<file path="config.mk">
export PLATFORM = sky130hd
export DESIGN_NAME = regfile_scoreboard_flat
export DESIGN_NICKNAME = d
export VERILOG_FILES = /design/src/rtl/regfile_scoreboard_if.sv /design/src/rtl/regfile_scoreboard.sv /design/src/flat_wrapper.sv
export SDC_FILE = /design/constraint.sdc
export NUM_CORES = 2
export LEC_CHECK = 0
export ABC_AREA = 1
export CAP_MARGIN = 10
export CORE_MARGIN = 2
export CORE_UTILIZATION = 35
export DETAILED_ROUTE_END_ITERATION = 6
export GPL_TIMING_DRIVEN = 0
export PLACE_DENSITY = 0.63
export SETUP_SLACK_MARGIN = 0.15
export SLEW_MARGIN = 10
export SYNTH_ARGS = -nofsm -noshare
export SYNTH_HDL_FRONTEND = slang
export SYNTH_SLANG_ARGS = --single-unit
</file>
<file path="constraint.sdc">
create_clock -name clk -period 33.8 [get_ports clk]
set_clock_uncertainty 0.15 [all_clocks]
set_input_delay 5.07 -clock clk [delete_from_list [all_inputs] [get_ports clk]]
set_output_delay 5.07 -clock clk [all_outputs]
set_load 0.03 [all_outputs]
</file>
<file path="src/rtl/regfile_scoreboard_if.sv">
// Decode/writeback side bundle for the register file and busy scoreboard.
// master = issue/writeback logic, slave = regfile_scoreboard.
interface regfile_scoreboard_if #(
   parameter int AW  = 5,
   parameter int DW  = 32,
   parameter int NRD = 2,
   parameter int NWR = 1
);
   logic [NWR-1:0]    wr_en;
   logic [NWR*AW-1:0] wr_addr;
   logic [NWR*DW-1:0] wr_data;
   logic [NRD*AW-1:0] rd_addr;
   logic [NRD*DW-1:0] rd_data;
   logic [NRD-1:0]    rd_busy;
   logic              iss_en;
   logic [AW-1:0]     iss_addr;
   logic [AW:0]       busy_cnt;

   modport master (
      output wr_en, wr_addr, wr_data, rd_addr, iss_en, iss_addr,
      input  rd_data, rd_busy, busy_cnt
   );

   modport slave (
      input  wr_en, wr_addr, wr_data, rd_addr, iss_en, iss_addr,
      output rd_data, rd_busy, busy_cnt
   );
endinterface

</file>
<file path="src/rtl/regfile_scoreboard.sv">
// Multi-port integer register file with x0 hardwired and a busy scoreboard.
// Define REGFILE_BYPASS_EN for same-cycle write-through to the read ports.
module regfile_scoreboard #(
   parameter int AW  = 5,
   parameter int DW  = 32,
   parameter int NRD = 2,
   parameter int NWR = 1
) (
   input logic                clk,
   input logic                rst,
   regfile_scoreboard_if.slave bus
);
   localparam int NREG = 2 ** AW;
   localparam logic [AW:0] ONE = (AW+1)'(1);

   logic [DW-1:0]     regs [1:NREG-1];
   logic [NREG-1:1]   busy;
   logic [NREG-1:1]   set_v;
   logic [NREG-1:1]   clr_v;
   logic [NREG-1:1]   busy_nxt;
   logic [AW:0]       busy_cnt;
   logic [AW:0]       n_set;
   logic [AW:0]       n_clr;
   logic [AW:0]       cnt_nxt;
   logic [NRD*DW-1:0] rd_data;
   logic [NRD-1:0]    rd_busy;

   always_comb begin
      set_v = '0;
      clr_v = '0;
      for (int k = 1; k < NREG; k++) begin
         set_v[k] = bus.iss_en && (bus.iss_addr == AW'(k));
         for (int p = 0; p < NWR; p++) begin
            if (bus.wr_en[p] && (bus.wr_addr[p*AW +: AW] == AW'(k)))
               clr_v[k] = 1'b1;
         end
      end
   end

   // A reservation supersedes a completing write to the same register.
   assign busy_nxt = set_v | (busy & ~clr_v);

   always_comb begin
      n_set = '0;
      n_clr = '0;
      for (int k = 1; k < NREG; k++) begin
         if (set_v[k] && !busy[k])
            n_set = n_set + ONE;
         if (clr_v[k] && busy[k] && !set_v[k])
            n_clr = n_clr + ONE;
      end
   end

   assign cnt_nxt = busy_cnt + n_set - n_clr;

   always_ff @(posedge clk or posedge rst) begin
      if (rst) begin
         for (int k = 1; k < NREG; k++)
            regs[k] <= '0;
         busy     <= '0;
         busy_cnt <= '0;
      end else begin
         // Ascending port order lets the highest port win a collision.
         for (int p = 0; p < NWR; p++) begin
            if (bus.wr_en[p] && (bus.wr_addr[p*AW +: AW] != '0))
               regs[bus.wr_addr[p*AW +: AW]] <= bus.wr_data[p*DW +: DW];
         end
         busy     <= busy_nxt;
         busy_cnt <= cnt_nxt;
      end
   end

   for (genvar r = 0; r < NRD; r++) begin : g_rd
      logic [AW-1:0] a;
      logic [DW-1:0] d;
      logic          b;

      assign a = bus.rd_addr[r*AW +: AW];

      always_comb begin
         d = '0;
         b = 1'b0;
         if (a != '0) begin
            d = regs[a];
            b = busy[a];
         end
`ifdef REGFILE_BYPASS_EN
         for (int p = 0; p < NWR; p++) begin
            if (bus.wr_en[p] && (a != '0) &&
                (bus.wr_addr[p*AW +: AW] == a)) begin
               d = bus.wr_data[p*DW +: DW];
               b = bus.iss_en && (bus.iss_addr == a);
            end
         end
`endif
      end

      assign rd_data[r*DW +: DW] = d;
      assign rd_busy[r]          = b;
   end

   assign bus.rd_data  = rd_data;
   assign bus.rd_busy  = rd_busy;
   assign bus.busy_cnt = busy_cnt;
endmodule

</file>
<file path="src/flat_wrapper.sv">
// flat-port wrapper written by rule: the top's interface ports become plain ports
module regfile_scoreboard_flat 
#(
   parameter int AW  = 5,
   parameter int DW  = 32,
   parameter int NRD = 2,
   parameter int NWR = 1
)
  (clk, rst, bus_wr_en, bus_wr_addr, bus_wr_data, bus_rd_addr, bus_iss_en, bus_iss_addr, bus_rd_data, bus_rd_busy, bus_busy_cnt);
  regfile_scoreboard_if #(.AW(AW), .DW(DW), .NRD(NRD), .NWR(NWR)) bus_i ();
  input logic clk;
  input logic rst;
  input wire logic [$bits(bus_i.wr_en)-1:0] bus_wr_en;
  input wire logic [$bits(bus_i.wr_addr)-1:0] bus_wr_addr;
  input wire logic [$bits(bus_i.wr_data)-1:0] bus_wr_data;
  input wire logic [$bits(bus_i.rd_addr)-1:0] bus_rd_addr;
  input wire logic [$bits(bus_i.iss_en)-1:0] bus_iss_en;
  input wire logic [$bits(bus_i.iss_addr)-1:0] bus_iss_addr;
  output wire logic [$bits(bus_i.rd_data)-1:0] bus_rd_data;
  output wire logic [$bits(bus_i.rd_busy)-1:0] bus_rd_busy;
  output wire logic [$bits(bus_i.busy_cnt)-1:0] bus_busy_cnt;
  assign bus_i.wr_en = bus_wr_en;
  assign bus_i.wr_addr = bus_wr_addr;
  assign bus_i.wr_data = bus_wr_data;
  assign bus_i.rd_addr = bus_rd_addr;
  assign bus_i.iss_en = bus_iss_en;
  assign bus_i.iss_addr = bus_iss_addr;
  assign bus_rd_data = bus_i.rd_data;
  assign bus_rd_busy = bus_i.rd_busy;
  assign bus_busy_cnt = bus_i.busy_cnt;
  regfile_scoreboard #(.AW(AW), .DW(DW), .NRD(NRD), .NWR(NWR)) u_core (.clk(clk), .rst(rst), .bus(bus_i));
endmodule
</file>
After elaboration in Yosys (flattened, before gate mapping)
Cells that the tools add are included.

Add/subtract/negate cells: 62. Magnitude comparators: 6. Equal/unequal tests: 62. Muxes and demuxes: 110. Bitwise gates (word level): 6. Reductions and logical operators: 222.

Operators with widths (number): $bwmux W992 (1); $mux W6 (60); $add A6 B1 Y6 const B (58); $bmux W32 S5 (2); $mux W32 (7); $demux W32 S5 (1); $eq A5 B5 Y1 const B (32); $logic_and A1 B1 Y1 (157); $eq A5 B4 Y1 const B (16); $logic_not A1 Y1 (62); $eq A5 B3 Y1 const B (8); $mux W1 (37); $and A31 B31 Y31 (1); $not A31 Y31 (1); $or A31 B31 Y31 (1); $eq A5 B2 Y1 const B (4); $ge A6 B6 Y1 const B (3); $not A5 Y6 (3); $reduce_bool A5 Y1 (3); $lt A5 B6 Y1 const B (2); $bmux W1 S5 (2); $eq A5 B1 Y1 const B (2); $add A6 B6 Y6 (1); $lt A6 B1 Y1 const B (1); other kinds (2) (3).

Flip-flop bits (word level): 1029.

Longest topological paths before layout
Depth in word-level cells: 67. Depth in mapped cells: 116. Depth with buffers taken out: 116.

Worst setup path after synthesis
OpenSTA, ideal clock, no wires.

Kind: input-to-reg. Start: input port bus_iss_en. End: register u_core.busy_cnt[5], in the netlist u_core.bus.busy_cnt[5]. Setup time: 126 ps. Arrival time: 22130 ps. Slack: 11395 ps. Stages: 115. Cells stage by stage: inv_2 -> nor2_4 -> inv_1 -> clkbuf_1 -> nor2_1 -> inv_1 -> nor2_1 -> inv_1 -> ha_1 -> inv_1 -> nand2_1 -> nand2_1 -> ha_1 -> nand2_1 -> nand2_1 -> ha_1 -> nor2_1 -> a31oi_1 -> [... 79 more ...] -> or2_2 -> and2_1 -> ha_1 -> nand2_1 -> nand2_1 -> ha_1 -> or2_2 -> nand2_1 -> fa_1 -> inv_1 -> ha_1 -> nand2_1 -> nor2_1 -> a211oi_1 -> nor2_1 -> o21ai_0 -> nand2_1 -> xor2_1.

Cells in the longest elaborated chain, start to end: 65. Elaborated cells on any way between the ends: 248. Those cells by class: add/sub: 62; mux: 62; reduce/logical: 124.

RTL lines: from (decl) (line flat_wrapper.sv:17) `input wire logic [$bits(bus_i.iss_en)-1:0] bus_iss_en;`; $logic_and A1 B1 Y1 (line regfile_scoreboard.sv:32) `set_v[k] = bus.iss_en && (bus.iss_addr == AW'(k));`; $logic_and A1 B1 Y1 / $logic_not A1 Y1 (equally long branches) (line regfile_scoreboard.sv:47, regfile_scoreboard.sv:49); $mux W1 / $logic_and A1 B1 Y1 (equally long branches) (line regfile_scoreboard.sv:47, regfile_scoreboard.sv:49); $add A1 B1 Y2 / $mux W1 (equally long branches) (line regfile_scoreboard.sv:48, regfile_scoreboard.sv:49); $mux W6 / $add A1 B1 Y2 (equally long branches) (line regfile_scoreboard.sv:47, regfile_scoreboard.sv:50); $add A6 B1 Y6 / $mux W6 (equally long branches) (line regfile_scoreboard.sv:48, regfile_scoreboard.sv:49); $mux W6 / $add A6 B1 Y6 (equally long branches) (line regfile_scoreboard.sv:47, regfile_scoreboard.sv:50); $add A6 B1 Y6 / $mux W6 (equally long branches) (line regfile_scoreboard.sv:48, regfile_scoreboard.sv:49); [... 50 more ...]; $mux W6 / $add A6 B1 Y6 (equally long branches) (line regfile_scoreboard.sv:47, regfile_scoreboard.sv:50); $add A6 B1 Y6 / $mux W6 (equally long branches) (line regfile_scoreboard.sv:48, regfile_scoreboard.sv:49); $mux W6 / $add A6 B1 Y6 (equally long branches) (line regfile_scoreboard.sv:47, regfile_scoreboard.sv:50); $add A6 B1 Y6 / $mux W6 (equally long branches) (line regfile_scoreboard.sv:48, regfile_scoreboard.sv:49); $mux W6 / $add A6 B1 Y6 (equally long branches) (line regfile_scoreboard.sv:47, regfile_scoreboard.sv:50); $add A6 B6 Y6 / $mux W6 (equally long branches) (line regfile_scoreboard.sv:54, regfile_scoreboard.sv:49); $sub A6 B6 Y6 (*) (line regfile_scoreboard.sv:54) `assign cnt_nxt = busy_cnt + n_set - n_clr;`; via u_core.cnt_nxt[5] (line regfile_scoreboard.sv:24) `logic [AW:0] cnt_nxt;`; to (signal assigned) (line regfile_scoreboard.sv:69) `busy_cnt <= cnt_nxt;`; to (decl) (line regfile_scoreboard.sv:21) `logic [AW:0] busy_cnt;`.

Mark *: on every way through the listed nets, which the timed path passes. The rest lies on a longest branch. A chain may end at the register's enable or synchronous reset.

Final worst setup path
Start: input port bus_wr_addr[1]. End: register u_core.busy_cnt[5], in the netlist u_core.bus.busy_cnt[5].

Cells in the longest elaborated chain, start to end: 67. Elaborated cells on any way between the ends: 217. Those cells by class: add/sub: 31; eq/ne: 31; mux: 62; reduce/logical: 93.

RTL lines: from (decl) (line flat_wrapper.sv:14) `input wire logic [$bits(bus_i.wr_addr)-1:0] bus_wr_addr;`; $eq A5 B1 Y1 (line regfile_scoreboard.sv:34) `if (bus.wr_en[p] && (bus.wr_addr[p*AW +: AW] == AW'(k)))`; $logic_and A1 B1 Y1 (line regfile_scoreboard.sv:34); $mux W1 (line regfile_scoreboard.sv:34); $logic_and A1 B1 Y1 (2 in a row) (line regfile_scoreboard.sv:49) `if (clr_v[k] && busy[k] && !set_v[k])`; $mux W1 (line regfile_scoreboard.sv:49); $add A1 B1 Y2 (line regfile_scoreboard.sv:50) `n_clr = n_clr + ONE;`; $mux W6 (line regfile_scoreboard.sv:49); $add A6 B1 Y6 (line regfile_scoreboard.sv:50); [... 51 more ...]; $add A6 B1 Y6 (line regfile_scoreboard.sv:50); $mux W6 (line regfile_scoreboard.sv:49); $add A6 B1 Y6 (line regfile_scoreboard.sv:50); $mux W6 (line regfile_scoreboard.sv:49); $add A6 B1 Y6 (line regfile_scoreboard.sv:50); $mux W6 (*) (line regfile_scoreboard.sv:49); $sub A6 B6 Y6 (*) (line regfile_scoreboard.sv:54); via u_core.cnt_nxt[5] (line regfile_scoreboard.sv:24).

Marks and branches as above.

==> metrics.log <==
INFO  metric run_status = finished, violations left
INFO  metric failed_checks = max-capacitance violations, max-slew violations
INFO  metric p_per_area = 58.6 mW/mm2
INFO  metric synth.cell_area = 0.0584 mm2
INFO  metric timing.critical_path.slowest_stage_cell = nor2_1
INFO  metric syn_avg_cell_area = 7.33 um2
INFO  metric seq_area_frac_synth = 0.441
INFO  metric detailed_place.area = 0.0631 mm2
INFO  metric cts-buffers-inserted = 118
INFO  metric setup_viol = 0
INFO  metric worstMarginPinSlew = 1530 ps
INFO  metric postRouteWirelength = 314000 um
INFO  metric start_kind = input port
INFO  metric power.static_leakage = 29.2 nW
INFO  metric postCtsSetupRepairBufs = 0
INFO  metric setup_repair_after_global_routing_missed_its_margin = no
INFO  metric route.vias.total = 63503
INFO  metric detail_route.vias_per_cell = 6.02
INFO  metric first_iter_violations = 9988
INFO  metric hold_viol_final = 0
INFO  metric drt_first_pass_iters = 7
INFO  metric hpwl = 244000 um
INFO  metric antenna_found_initial = 32
INFO  metric final_design_area_no_fill = 0.0672 mm2
INFO  metric drc_errors = 0
INFO  metric tritoncts = yes
INFO  metric clk_transition_reported_paths = 60 ps
INFO  metric final_max_slew_viol_count = 22
INFO  metric number_of_nets_in_the_layout = 8375
INFO  metric number_of_nets_with_antenna_violations_after_routing = 0
INFO  metric sink_count = 1029
INFO  metric total_power = 3.94 mW
INFO  metric core_area = 0.165 mm2
INFO  metric cp_common_cell = nand2_1
INFO  metric post_synthesis_instance_total = 7968
INFO  metric layout_min_cycle_time = 25370 ps
INFO  metric holdCritPathClass = register to register
INFO  metric timing_worst_setup_path_type = input port to register
INFO  metric number_of_global_route_vias_before_repair = 60058
INFO  metric chipHeight = 412 um
INFO  metric grt_start_max_net_pins = 40
INFO  metric post-synth-top-area-fraction = 0.441
INFO  metric area_delta_synth_final = 15.1%
INFO  metric clkLatencyLatePin = 760 ps
INFO  metric routed_wire_length_per_instance = 29.8 um
INFO  metric hold_ws = 338 ps
INFO  metric std_cell_rows = 149
INFO  metric fin_tns_setup = 0 ps
INFO  metric min_period_over_period = 0.750
INFO  metric number_of_h_tree_levels = 3
INFO  metric drive_gt1_frac = 0.0533
INFO  metric floorplan.initialDensity = 0.353
INFO  metric clock.fmax = 39.4 MHz
INFO  metric floorplan.die_area = 0.170 mm2
INFO  metric synth.area.top_cells = dfrtp_1 44%, o21ai_0 15%, nand2_1 10%
INFO  metric most_frequent_cell_after_synthesis = o21ai_0
INFO  metric worst_path_max_stage_delay = 800 ps
INFO  metric globalplace.congestion = 1.03
INFO  metric postLayoutSetupSlackWorst = 8430 ps
INFO  metric yosysWarningCount = 0
INFO  metric cp.arrival = 25820 ps
INFO  metric die_x = 412 um
INFO  metric number_of_synthesized_register_bits = 1029
INFO  metric synthTopCellsByCount = 1771 x o21ai_0, 1575 x nand2_1, 1029 x dfrtp_1, 639 x clkbuf_1, 592 x nor2_1
INFO  metric ys_types = 43
INFO  metric pre_cts_ws = 8220 ps
INFO  metric worst_slew_margin_rel = -0.0220
INFO  metric worst_ep_required_time = 34250 ps
INFO  metric design.portCount = 128
INFO  metric synth.largest_area_cell = dfrtp_1
INFO  metric cts_resized = 0
INFO  metric synth_flop_cell = dfrtp_1
INFO  metric grt_pass1_wl = 440000 um
INFO  metric synth-edff-count = 0
INFO  metric place.port_buffers = 119
INFO  metric cts_root_buf = clkbuf_16
INFO  metric synth_async_sr_flop_share = 1.00
INFO  metric max_cap_violations = 3
INFO  metric crit_path_end_kind = register
INFO  metric global_route.usage.total = 0.360
INFO  metric hold_buffers = 0
INFO  metric max-vdd-ir-drop = 0.0000395 V
INFO  metric gr-total-overflow = 0
INFO  metric clock_tree.buffer_depth = 3
INFO  metric max_fo_critical_path = 10
per-layer routing:
layer	wire length, um	vias up	GRT usage
li1	-	27648	-
met2	132000	4265	0.529
met3	36300	1010	0.106
met1	121000	30546	0.458
met4	23600	34	0.234
met5	374	-	0.00622
critical path, delay by kind of cell:
family / cells / cell delay, ps
adder cells (fa/ha/maj): 31 / 9000
AO/OA/AOI/OAI: 8 / 1690
AND/OR/NAND/NOR: 59 / 7620
buffers and inverters: 13 / 2240
XOR/XNOR: 1 / 150
cell families after synthesis:
family,synth area share
AOI/OAI and AO/OA,0.277
xor gates and xnor gates,0.000750
adders and majority gates,0.0159
buffers and inverters,0.0794
DFF,0.441
other,0.000129
and+or+nand+nor,0.186
per-stage QoR:
stage	cells	util
6_report	10547	0.406
5_1_grt	10538	0.406
4_1_cts	10530	0.406
3_5_place_dp	10314	0.382
3_3_place_gp	10278	0.377
2_1_floorplan	7970	-
registers in the layout, summed over array words and instances, names as in the netlist:
register / cells
u_core.bus.busy_cnt: 6
u_core.busy: 31
u_core.regs: 992
report_power, final:
part	leakage [nW]	switching, mW	internal (mW)
combinational	14.3	0.607	0.284
sequential	12.9	0.187	1.48
clock	1.99	0.586	0.794
total	29.2	1.38	2.56
cell type report:
cell class	count	area (um2)
well taps	2189	2740
diodes	14	35.0
clock inverters	49	604
fillers	17163	98200
multi-input cells	5711	28000
inverters	536	2020
flip-flops and latches	1029	25700
clock buffers	167	3430
plain buffers	694	2660
repair buffers	158	1960
layout by cell type, fill, tap and decap left out, types with 28 or more instances in the layout:
cell type | Yosys | routed
a21oi_1 | 558 | 558
clkbuf_1 | 639 | 632
nand2_2 | 61 | 61
dfrtp_1 | 1029 | 1029
ha_1 | 66 | 66
inv_1 | 516 | 515
clkbuf_2 | 0 | 28
nor3_1 | 69 | 69
buf_12 | 0 | 32
nor2_1 | 592 | 591
o31ai_1 | 66 | 66
o41ai_1 | 31 | 31
a22oi_1 | 67 | 67
clkbuf_16 | 0 | 119
a31oi_1 | 196 | 196
clkdlybuf4s50_1 | 0 | 119
o211ai_1 | 70 | 70
buf_1 | 48 | 47
nand3_1 | 237 | 237
o21ai_0 | 1771 | 1771
nand2_1 | 1575 | 1575
o22ai_1 | 186 | 186
or2_2 | 77 | 77
worst paths after layout:
path	start	end	slack, ps	cells after the start
worst min register to register	u_core.regs[808]$_DFFE_PP0P_	u_core.regs[808]$_DFFE_PP0P_	340	2
max in group asynchronous	rst	u_core.regs[740]$_DFFE_PP0P_	26700	9
worst min-delay path	u_core.regs[808]$_DFFE_PP0P_	u_core.regs[808]$_DFFE_PP0P_	340	2
worst max-delay path	bus_wr_addr[1]	u_core.bus.busy_cnt[5]$_DFF_PP0_	8430	112
worst max register to register	u_core.busy[1]$_DFF_PP0_	u_core.bus.busy_cnt[5]$_DFF_PP0_	15200	109
min in group asynchronous	rst	u_core.regs[180]$_DFFE_PP0P_	4600	2
Note: power is estimated with default switching activity, not from simulation.
